## src/rtl/uart_rx_pkg.sv

```systemverilog
// Shared types for the UART receiver: RX state encoding, frame constants
// and the start-edge helper.
package uart_rx_pkg;

    typedef logic bit_t;

    localparam int DATA_BITS = 8;

    typedef enum logic [1:0] {
        IDLE_RX  = 2'd0,
        START_RX = 2'd1,
        DATA_RX  = 2'd2,
        STOP_RX  = 2'd3
    } rx_state_t;

    function automatic bit_t start_edge(input bit_t prev_s, input bit_t cur_s);
        return prev_s & ~cur_s;
    endfunction

endpackage

```

## src/rtl/uart_rx_fsm.sv

```systemverilog
// Control FSM of the UART receiver: sequences START/DATA/STOP and issues
// timer-clear, shift, counter and load strobes to the datapath.
module uart_rx_fsm
    import uart_rx_pkg::*;
(
    input  logic clk,
    input  logic reset,
    input  logic i_tick,
    input  logic i_line_s,
    input  logic i_start_edge,
    input  logic i_last_bit,
    output logic o_timer_clr,
    output logic o_cnt_clr,
    output logic o_shift_en,
    output logic o_load,
    output logic o_half,
    output logic o_busy
);

    rx_state_t r_state;
    logic      r_busy;

    // State sequencing; busy is tracked alongside so it leaves the block registered.
    always_ff @(posedge clk or negedge reset) begin
        if (!reset) begin
            r_state <= IDLE_RX;
            r_busy  <= 1'b0;
        end else begin
            case (r_state)
                IDLE_RX: begin
                    if (i_start_edge) begin
                        r_state <= START_RX;
                        r_busy  <= 1'b1;
                    end
                end
                START_RX: begin
                    if (i_tick) begin
                        if (!i_line_s) begin
                            r_state <= DATA_RX;
                        end else begin
                            r_state <= IDLE_RX;
                            r_busy  <= 1'b0;
                        end
                    end
                end
                DATA_RX: begin
                    if (i_tick && i_last_bit) begin
                        r_state <= STOP_RX;
                    end
                end
                STOP_RX: begin
                    if (i_tick) begin
                        r_state <= IDLE_RX;
                        r_busy  <= 1'b0;
                    end
                end
                default: begin
                    r_state <= IDLE_RX;
                    r_busy  <= 1'b0;
                end
            endcase
        end
    end

    // Strobes must coincide with the tick, so they are decoded from state and tick.
    always_comb begin
        o_timer_clr = i_tick;
        o_cnt_clr   = 1'b0;
        o_shift_en  = 1'b0;
        o_load      = 1'b0;
        o_half      = 1'b0;
        case (r_state)
            IDLE_RX: begin
                o_timer_clr = 1'b1;
                o_cnt_clr   = 1'b1;
            end
            START_RX: o_half     = 1'b1;
            DATA_RX:  o_shift_en = i_tick;
            STOP_RX:  o_load     = i_tick;
            default: begin
                o_timer_clr = 1'b1;
                o_cnt_clr   = 1'b1;
            end
        endcase
    end

    assign o_busy = r_busy;

endmodule

```

## src/rtl/uart_rx.sv

```systemverilog
// 8N1 UART receiver: input synchronizer, mid-bit sampling timer, bit counter,
// shift register and a flag/clear handshake with sticky error flags.
module uart_rx
    import uart_rx_pkg::*;
#(
    parameter int CLKS_PER_BIT = 16,
    parameter int DATA_WIDTH   = DATA_BITS
) (
    input  logic                  clk,
    input  logic                  reset,
    input  logic                  serial_in,
    input  logic                  clear_flag,
    output logic [DATA_WIDTH-1:0] rx_data,
    output logic                  rx_flag,
    output logic                  framing_error,
    output logic                  overrun_error,
    output logic                  busy
);

    localparam int TW = $clog2(CLKS_PER_BIT);
    localparam int CW = $clog2(DATA_WIDTH + 1);
    localparam logic [TW-1:0] HALF_TGT = TW'(CLKS_PER_BIT / 2 - 1);
    localparam logic [TW-1:0] FULL_TGT = TW'(CLKS_PER_BIT - 1);

    logic                  r_sync;
    logic                  r_line_s;
    logic                  r_line_d;
    logic [TW-1:0]         r_timer;
    logic [CW-1:0]         r_bit_cnt;
    logic [DATA_WIDTH-1:0] r_shift;
    logic [DATA_WIDTH-1:0] r_rx_data;
    logic                  r_rx_flag;
    logic                  r_ferr;
    logic                  r_oerr;

    logic w_tick, w_last_bit, w_start_edge;
    logic w_timer_clr, w_cnt_clr, w_shift_en, w_load, w_half, w_busy;

    assign w_tick       = (r_timer == (w_half ? HALF_TGT : FULL_TGT));
    assign w_last_bit   = (r_bit_cnt == CW'(DATA_WIDTH - 1));
    assign w_start_edge = start_edge(r_line_d, r_line_s);

    uart_rx_fsm u_fsm (
        .clk          (clk),
        .reset        (reset),
        .i_tick       (w_tick),
        .i_line_s     (r_line_s),
        .i_start_edge (w_start_edge),
        .i_last_bit   (w_last_bit),
        .o_timer_clr  (w_timer_clr),
        .o_cnt_clr    (w_cnt_clr),
        .o_shift_en   (w_shift_en),
        .o_load       (w_load),
        .o_half       (w_half),
        .o_busy       (w_busy)
    );

    // Two-flop synchronizer plus delayed copy for start-edge detection; idle level is high.
    always_ff @(posedge clk or negedge reset) begin
        if (!reset) begin
            r_sync   <= 1'b1;
            r_line_s <= 1'b1;
            r_line_d <= 1'b1;
        end else begin
            r_sync   <= serial_in;
            r_line_s <= r_sync;
            r_line_d <= r_line_s;
        end
    end

    // Bit timer and bit counter.
    always_ff @(posedge clk or negedge reset) begin
        if (!reset) begin
            r_timer   <= {TW{1'b0}};
            r_bit_cnt <= {CW{1'b0}};
        end else begin
            r_timer <= w_timer_clr ? {TW{1'b0}} : r_timer + TW'(1);
            if (w_cnt_clr) begin
                r_bit_cnt <= {CW{1'b0}};
            end else if (w_shift_en) begin
                r_bit_cnt <= r_bit_cnt + CW'(1);
            end
        end
    end

    // LSB-first frame: shifting in at the MSB leaves bit 0 at the bottom after the last bit.
    always_ff @(posedge clk or negedge reset) begin
        if (!reset) begin
            r_shift <= {DATA_WIDTH{1'b0}};
        end else if (w_shift_en) begin
            r_shift <= {r_line_s, r_shift[DATA_WIDTH-1:1]};
        end
    end

    // Output handshake: a completing frame beats a simultaneous clear, but the clear
    // still wipes older errors and suppresses overrun.
    always_ff @(posedge clk or negedge reset) begin
        if (!reset) begin
            r_rx_data <= {DATA_WIDTH{1'b0}};
            r_rx_flag <= 1'b0;
            r_ferr    <= 1'b0;
            r_oerr    <= 1'b0;
        end else if (w_load) begin
            r_rx_data <= r_shift;
            r_rx_flag <= 1'b1;
            r_ferr    <= ~r_line_s | (r_ferr & ~clear_flag);
            r_oerr    <= (r_rx_flag | r_oerr) & ~clear_flag;
        end else if (clear_flag) begin
            r_rx_flag <= 1'b0;
            r_ferr    <= 1'b0;
            r_oerr    <= 1'b0;
        end
    end

    assign rx_data       = r_rx_data;
    assign rx_flag       = r_rx_flag;
    assign framing_error = r_ferr;
    assign overrun_error = r_oerr;
    assign busy          = w_busy;

endmodule

```

## config.mk

```make
export PLATFORM = sky130hd
export DESIGN_NAME = uart_rx
export DESIGN_NICKNAME = d
export VERILOG_FILES = /design/src/rtl/uart_rx_pkg.sv /design/src/rtl/uart_rx_fsm.sv /design/src/rtl/uart_rx.sv
export SDC_FILE = /design/constraint.sdc
export NUM_CORES = 1
export LEC_CHECK = 0
export CORE_ASPECT_RATIO = 1.5
export CORE_MARGIN = 1
export CORE_UTILIZATION = 54
export DETAILED_ROUTE_END_ITERATION = 7
export PLACE_DENSITY = 0.82
export SLEW_MARGIN = 15
export SYNTH_ARGS = -nofsm -noshare
export SYNTH_HDL_FRONTEND = slang
export SYNTH_SLANG_ARGS = --single-unit
```

## constraint.sdc

```tcl
create_clock -name clk -period 2.2 [get_ports clk]
set_input_delay 0.33 -clock clk [delete_from_list [all_inputs] [get_ports clk]]
set_output_delay 0.33 -clock clk [all_outputs]
set_load 0.005 [all_outputs]
```

==> summary.md, run 1 <==
| Metric | Value |
|---|---|
| Hold endpoint | `r_line_s$_DFF_PN1_` |
| Final Hold Viols | `0` |
| Least-Margin Pin Slew | `400 ps` |
| Hold crit path type | `register to register` |
| Most common cell after layout, fill and taps aside | `dfrtp_1` |
| Diode count | `0` |
| CTS Root Cell | `clkbuf_4` |
| Rows | `22` |
| PwrDens | `830 nW/um^2` |
| GPL Wtd Cong | `around 0.78` |
| Antenna violations before repair | `0` |
| Status | `complete, but fails checks` |
| Max-slew violations | `0` |
| Syn Std Cell Area | `1380 sq um` |
| Ys Warns | `0` |
| Sequential share of the synthesized area | `between 50% and 60%` |
| Largest family of logic cells by synthesized area | `multiplexers` |
| WP data required | `2410 ps` |
| Mux cell area share after synthesis | `13.7%` |
| DP Cell Count | `143` |
| Ratio of cells with drive above 1 in the final layout | `between 20% and 30%` |
| Die X | `between 40 and 50 microns` |
| Syn avg cell area | `12.9 sq um` |
| Max-slew headroom | `73.4%` |
| Total gr overflow | `0` |
| DIE AREA | `2770 sq um` |
| Max-Cap Viols | `0` |
| Core area | `2450 sq um` |
| Critical path type | `register to register` |
| Final ANT Viol Nets | `0` |
| R2R depth | `4` |
| Clock Skews | `2.68 ps` |
| Crit. End Element | `register` |
| Failing checks | `DRC` |
| Clock insertion delay at the later pin of the skew report | `about 320 ps` |
| Largest net degree at the start of global routing | `34` |
| Detailed Routing Iterations Pass 1 | `6` |
| Fin cells | `151` |
| First-pass GRT wire length | `~4200 microns` |
| DRT Wirelength | `around 2300 microns` |
| Multi-input gate area | `504 sq um` |
| Area post-placement | `1540 sq um` |
| Reg2reg setup slack | `530 ps` |
| Gr usage total | `21.0%` |
| Synth-to-layout area growth | `15.6%` |
| CTS tree | `done` |
| Die height | `64 microns` |
| Initial Util | `56.5%` |
| Final Util | `65.3%` |
| DRC viols | `2` |
| Net Count, Synth | `113` |
| Pwr Total | `1.33 mW` |
| Routed len/inst | `~15 microns` |
| Final HPWL DP | `1630 microns` |
| H-tree depth | `2` |
| Synth cell types | `32` |
| Vias | `883` |
| Port bufs | `15` |
| Storage cell area | `slightly above 800 sq um` |
| CP Launch Type | `register` |
| Reg2reg start | `r_timer[0]$_DFF_PN0_` |
| TritonCTS Buffers | `5` |
| Layout Nets | `132` |
| Critical path arrival | `roughly 1900 ps` |
| Hold Path Cell Cnt | `0` |
| Design area | `1600 sq um` |
| Clock sinks | `33` |
| HP Start | `r_sync$_DFF_PN1_` |
| Post-CTS sizing | `0` |
| Cts hold-fix bufs | `0` |
| Tmin final | `1670 ps` |
| Peak VDD IR | `between 0.7 and 0.8 mV` |
| Via density | `5.85` |
| Io pins | `16` |
| Synth Area in Adders | `under 10%` |
| Pleak | `0.737 nW` |
| Clock Path Buffers | `2` |
| Worst-path clk slew | `90 ps` |
| RSZ-0062 raised after global routing | `no` |
| Vias in the first global route | `roughly 910` |
| Compound-Gate Fraction of Synth Area | `8.14%` |
| Mapped Cells | `107` |
| Simple-gate share of the synthesized area | `10.8%` |
| Synth Area in XOR/XNOR | `1.90%` |
| CP Max Fanout | `8` |
| Fillers | `173` |
| # Post-CTS Setup Buffers | `0` |
| Setup TNS | `0 ps` |
| Initial drt markers | `18` |
| R2r endpoint | `r_shift[6]$_DFFE_PN0P_` |
| Final setup viols | `0` |
| Fmax | `0.598 GHz` |
| Commonest cells after routing, fill and taps aside | `dfrtp_1, mux2_2, clkdlybuf4s50_1` |
| Crit path launch | `r_timer[0]$_DFF_PN0_` |
| Number of synthesized register bits | `33` |
| Final Cycle Share | `76.1%` |
-- power breakdown --
group          switching, mW  internal (mW)  leakage (nW)
clock network          0.186          0.158        0.0326
registers              0.107          0.669         0.436
logic                  0.108         0.0985         0.268
-- worst max-delay path, cell delays in order, from the launching register on --
cell	delay, ps
dfrtp_1	380
ha_1	300
nand2_2	130
nor3_4	370
mux2_2	380
-- per-layer routing --
layer | vias to the layer above | global-route usage, % | wire, microns
met3 | 4 | 7.34 | 85
met2 | 21 | 32.6 | 1240
met4 | 0 | 9.77 | 39
met5 | - | 0 | 0
li1 | 419 | - | -
met1 | 439 | 25.9 | 933
-- how the worst max path moves through the flow --
stage                     cells after the start  slack (ps)                      to
after global placement                        4         590  r_shift[0]$_DFFE_PN0P_
after CTS                                     4         510  r_shift[6]$_DFFE_PN0P_
final                                         4         530  r_shift[6]$_DFFE_PN0P_
after global routing                          4         400  r_shift[4]$_DFFE_PN0P_
after floorplan                               4         680  r_shift[0]$_DFFE_PN0P_
after detailed placement                      4         520  r_shift[4]$_DFFE_PN0P_
-- cells by family after synthesis --
family,Yosys count
muxes,17
adders and majority gates,2
DFF,33
and+or+nand+nor,27
AOI/OAI and AO/OA,16
xor gates and xnor gates,3
buffers and inverters,9
-- stage by stage --
step | setup WS (ps) | hold WS (ps)
detailed placement | 522 | 347
floorplan | 682 | 34.4
finish | 527 | 360
CTS | 513 | 358
global placement | 585 | 346
global route | 403 | 366
-- cell type report --
cell class	count	area share, %
Sequential cell	33	51.9
Multi-Input combinational cell	65	31.5
Timing Repair Buffer	16	9.86
Clock buffer	8	3.68
Tap cell	24	1.88
Inverter	5	1.17
-- sequential cells by signal, indices dropped and copies added (netlist names), named ones only --
name	count
r_line_s	1
framing_error	1
rx_data	8
r_line_d	1
u_fsm.r_state	1
r_timer	4
u_fsm.o_busy	1
r_bit_cnt	4
overrun_error	1
r_sync	1
r_shift	8
rx_flag	1
-- synth_stat cells (all sizes together) --
| cell type | count | share of area, % |
|---|---|---|
| a41o | 1 | 0.81 |
| o211ai | 1 | 0.54 |
| ha | 2 | 1.8 |
| dfstp | 3 | 5.7 |
| or3b | 1 | 0.63 |
| a41oi | 1 | 0.63 |
| dfrtp | 30 | 54 |
| xor2 | 2 | 1.3 |
| nand3b | 1 | 0.54 |
| xnor2 | 1 | 0.63 |
| and4b | 1 | 0.81 |
| nand3 | 5 | 2.2 |
| a22oi | 1 | 0.54 |
| inv | 5 | 1.4 |
| o22ai | 2 | 0.90 |
| nor3 | 1 | 1.2 |
| nand2 | 8 | 2.4 |
| and3 | 1 | 0.54 |
| o311ai | 3 | 1.9 |
| a21oi | 2 | 0.72 |
| mux2 | 16 | 13 |
| buf | 4 | 2.3 |
| nor2 | 8 | 2.2 |
| mux2i | 1 | 0.72 |
| or3 | 1 | 0.45 |
| o21ai | 4 | 1.4 |
| a2bb2oi | 1 | 0.63 |
No activity file was read; power rests on OpenSTA's default activity.
==> run 2, diff against run 1 <==
--- a/config.mk
+++ b/config.mk
@@ -7,9 +7,9 @@
 export LEC_CHECK = 0
 export CORE_ASPECT_RATIO = 1.5
 export CORE_MARGIN = 1
-export CORE_UTILIZATION = 54
+export CORE_UTILIZATION = 48
 export DETAILED_ROUTE_END_ITERATION = 7
-export PLACE_DENSITY = 0.82
+export PLACE_DENSITY = 0.78
 export SLEW_MARGIN = 15
 export SYNTH_ARGS = -nofsm -noshare
 export SYNTH_HDL_FRONTEND = slang
==> constraint.sdc (replaced) <==
create_clock -name clk -period 1.5 [get_ports clk]
set_input_delay 0.225 -clock clk [delete_from_list [all_inputs] [get_ports clk]]
set_output_delay 0.225 -clock clk [all_outputs]
set_load 0.005 [all_outputs]
==> run 2 against run 1 <==
Against the previous run: clock power increased by 97%; sequential share of layout area decreased by 5.0 points; the flow now finishes without violations; critical path type unchanged; largest power group unchanged; final cell count is 16% higher; first-iteration DRC count fell by 44%; register-to-register slack worse by 490 ps; highest routed layer unchanged.
==> summary.md, run 2 (same netlist as run 1, synthesis figures left out) <==
| Metric | Value |
|---|---|
| Antenna violations before repair | `0 (unchanged)` |
| R2R depth | `4 (unchanged)` |
| GPL Wtd Cong | `0.821 (+5.1%)` |
| Vias in the first global route | `974 (+6.7%)` |
| CP Max Fanout | `7 (-1)` |
| First-pass GRT wire length | `4470 microns (+6.1%)` |
| Final setup viols | `0 (unchanged)` |
| Hold crit path type | `primary input to asynchronous set/reset pin` |
| Tmin final | `1470 ps (-205 ps)` |
| Io pins | `16 (unchanged)` |
| Initial drt markers | `10 (-8)` |
| Detailed Routing Iterations Pass 1 | `4 (-2)` |
| CTS Root Cell | `clkbuf_8` |
| Via density | `5.25 (-10%)` |
| Layout Nets | `143 (+8.3%)` |
| Rows | `23 (+4.5%)` |
| TritonCTS Buffers | `5 (unchanged)` |
| Clock Path Buffers | `2 (unchanged)` |
| Status | `complete, no violations` |
| Vias | `918 (+4.0%)` |
| Total gr overflow | `0 (unchanged)` |
| RSZ-0062 raised after global routing | `yes` |
| R2r endpoint | `rx_data[6]$_DFFE_PN0P_` |
| Peak VDD IR | `0.925 mV (+27%)` |
| Clock Skews | `6.64 ps (+3.96 ps)` |
| Least-Margin Pin Slew | `340 ps (-59.2 ps)` |
| Worst-path clk slew | `70 ps (-20 ps)` |
| Critical path arrival | `1640 ps (-250 ps)` |
| Die height | `67.8 microns (+5.9%)` |
| Synth-to-layout area growth | `27.9%` |
| Reg2reg start | `r_timer[0]$_DFF_PN0_` |
| Fin cells | `175 (+16%)` |
| Commonest cells after routing, fill and taps aside | `dfrtp_1, mux2_2, clkdlybuf4s50_1` |
| Final ANT Viol Nets | `0 (unchanged)` |
| Cts hold-fix bufs | `0 (unchanged)` |
| CTS tree | `done` |
| Port bufs | `15 (unchanged)` |
| Ratio of cells with drive above 1 in the final layout | `34.1% (+8.1 points)` |
| DP Cell Count | `167 (+17%)` |
| Max-slew headroom | `77.0% (+3.7 points)` |
| Reg2reg setup slack | `30 ps (-490 ps)` |
| Die X | `45.8 microns (+5.8%)` |
| Core area | `2710 sq um (+10%)` |
| WP data required | `1670 ps (-740 ps)` |
| Critical path type | `register to register` |
| Final Cycle Share | `97.9% (+22 points)` |
| DRC viols | `0 (-2)` |
| Most common cell after layout, fill and taps aside | `dfrtp_1` |
| Clock insertion delay at the later pin of the skew report | `290 ps (-30 ps)` |
| PwrDens | `1290 nW/um^2 (+56%)` |
| H-tree depth | `2 (unchanged)` |
| Max-Cap Viols | `0 (unchanged)` |
| Pleak | `0.811 nW (+10%)` |
| Initial Util | `51.2% (-5.3 points)` |
| Largest net degree at the start of global routing | `34 (unchanged)` |
| DRT Wirelength | `2640 microns (+15%)` |
| Final Hold Viols | `0 (unchanged)` |
| Pwr Total | `2.29 mW (+72%)` |
| Max-slew violations | `0 (unchanged)` |
| Diode count | `0 (unchanged)` |
| Gr usage total | `21.5% (+0.50 points)` |
| Clock sinks | `33 (unchanged)` |
| CP Launch Type | `register` |
| DIE AREA | `3110 sq um (+12%)` |
| Routed len/inst | `15.1 microns (-0.69%)` |
| Fmax | `0.681 GHz (+14%)` |
| Fillers | `208 (+20%)` |
| Crit. End Element | `register` |
| Final HPWL DP | `1910 microns (+17%)` |
==> run 2: cell count changes in the layout (fill, tap and decap cells not counted), sizes merged <==
cell,change
buf,+11
==> run 2: stage by stage <==
step                      hold slack, ps  instance area (sq um)  worst slack, ps  utilization, %  TNS [ps]
after global routing                 307                   1770            -17.3            65.4     -50.7
final                                296                   1770             31.9            65.4         0
after CTS                            303                   1770             6.05            65.3         0
after detailed placement             349                   1670           -0.420            61.6    -0.420
after floorplan                    -70.6                   1390             7.26               -         0
after global placement               345                   1670             56.1            61.6         0
==> run 2: worst max path at each step <==
| stage | end | from | cells past startpoint |
|---|---|---|---|
| 6_report | rx_data[6]$_DFFE_PN0P_ | r_timer[0]$_DFF_PN0_ | 4 |
| 5_1_grt | rx_data[6]$_DFFE_PN0P_ | r_timer[1]$_DFF_PN0_ | 4 |
| 4_1_cts | r_shift[7]$_DFFE_PN0P_ | r_timer[0]$_DFF_PN0_ | 5 |
| 3_5_place_dp | r_shift[7]$_DFFE_PN0P_ | r_timer[0]$_DFF_PN0_ | 5 |
| 3_3_place_gp | r_shift[4]$_DFFE_PN0P_ | r_timer[0]$_DFF_PN0_ | 5 |
| 2_1_floorplan | r_shift[0]$_DFFE_PN0P_ | r_timer[0]$_DFF_PN0_ | 4 |
==> run 2: what timing repair did <==
item,CTS,global route
endpoints found under the setup margin,5,12
pin swaps,0,1
gates resized for setup,1,2
buffers inserted,0,0
==> run 2: area by class of cell <==
cell class | count | area, sq um | area share, %
clock buffers | 8 | 90.1 | 5.09
well taps | 37 | 46.3 | 2.61
inverters | 5 | 18.8 | 1.06
multi-input cells | 65 | 519 | 29.3
repair buffers | 27 | 265 | 15.0
flip-flops and latches | 33 | 831 | 46.9
==> run 2: power breakdown <==
group	internal, mW	switching [mW]
clock	0.374	0.303
combinational	0.260	0.240
sequential	0.986	0.122
total	1.62	0.665
==> run 2: worst max-delay path, stage by stage, from the launching register on <==
cell	delay, ps
dfrtp_1	410
ha_4	190
and3_2	220
nand3_2	170
mux2_2	350
==> run 2: routing by layer <==
metal | global-route usage (%) | part of all wire (%) | vias to the layer above
met5 | 0 | 0 | -
met4 | 12.5 | 2.8 | 0
met3 | 7.75 | 4.3 | 7
met2 | 35.0 | 55 | 21
met1 | 23.2 | 37 | 454
li1 | - | - | 436
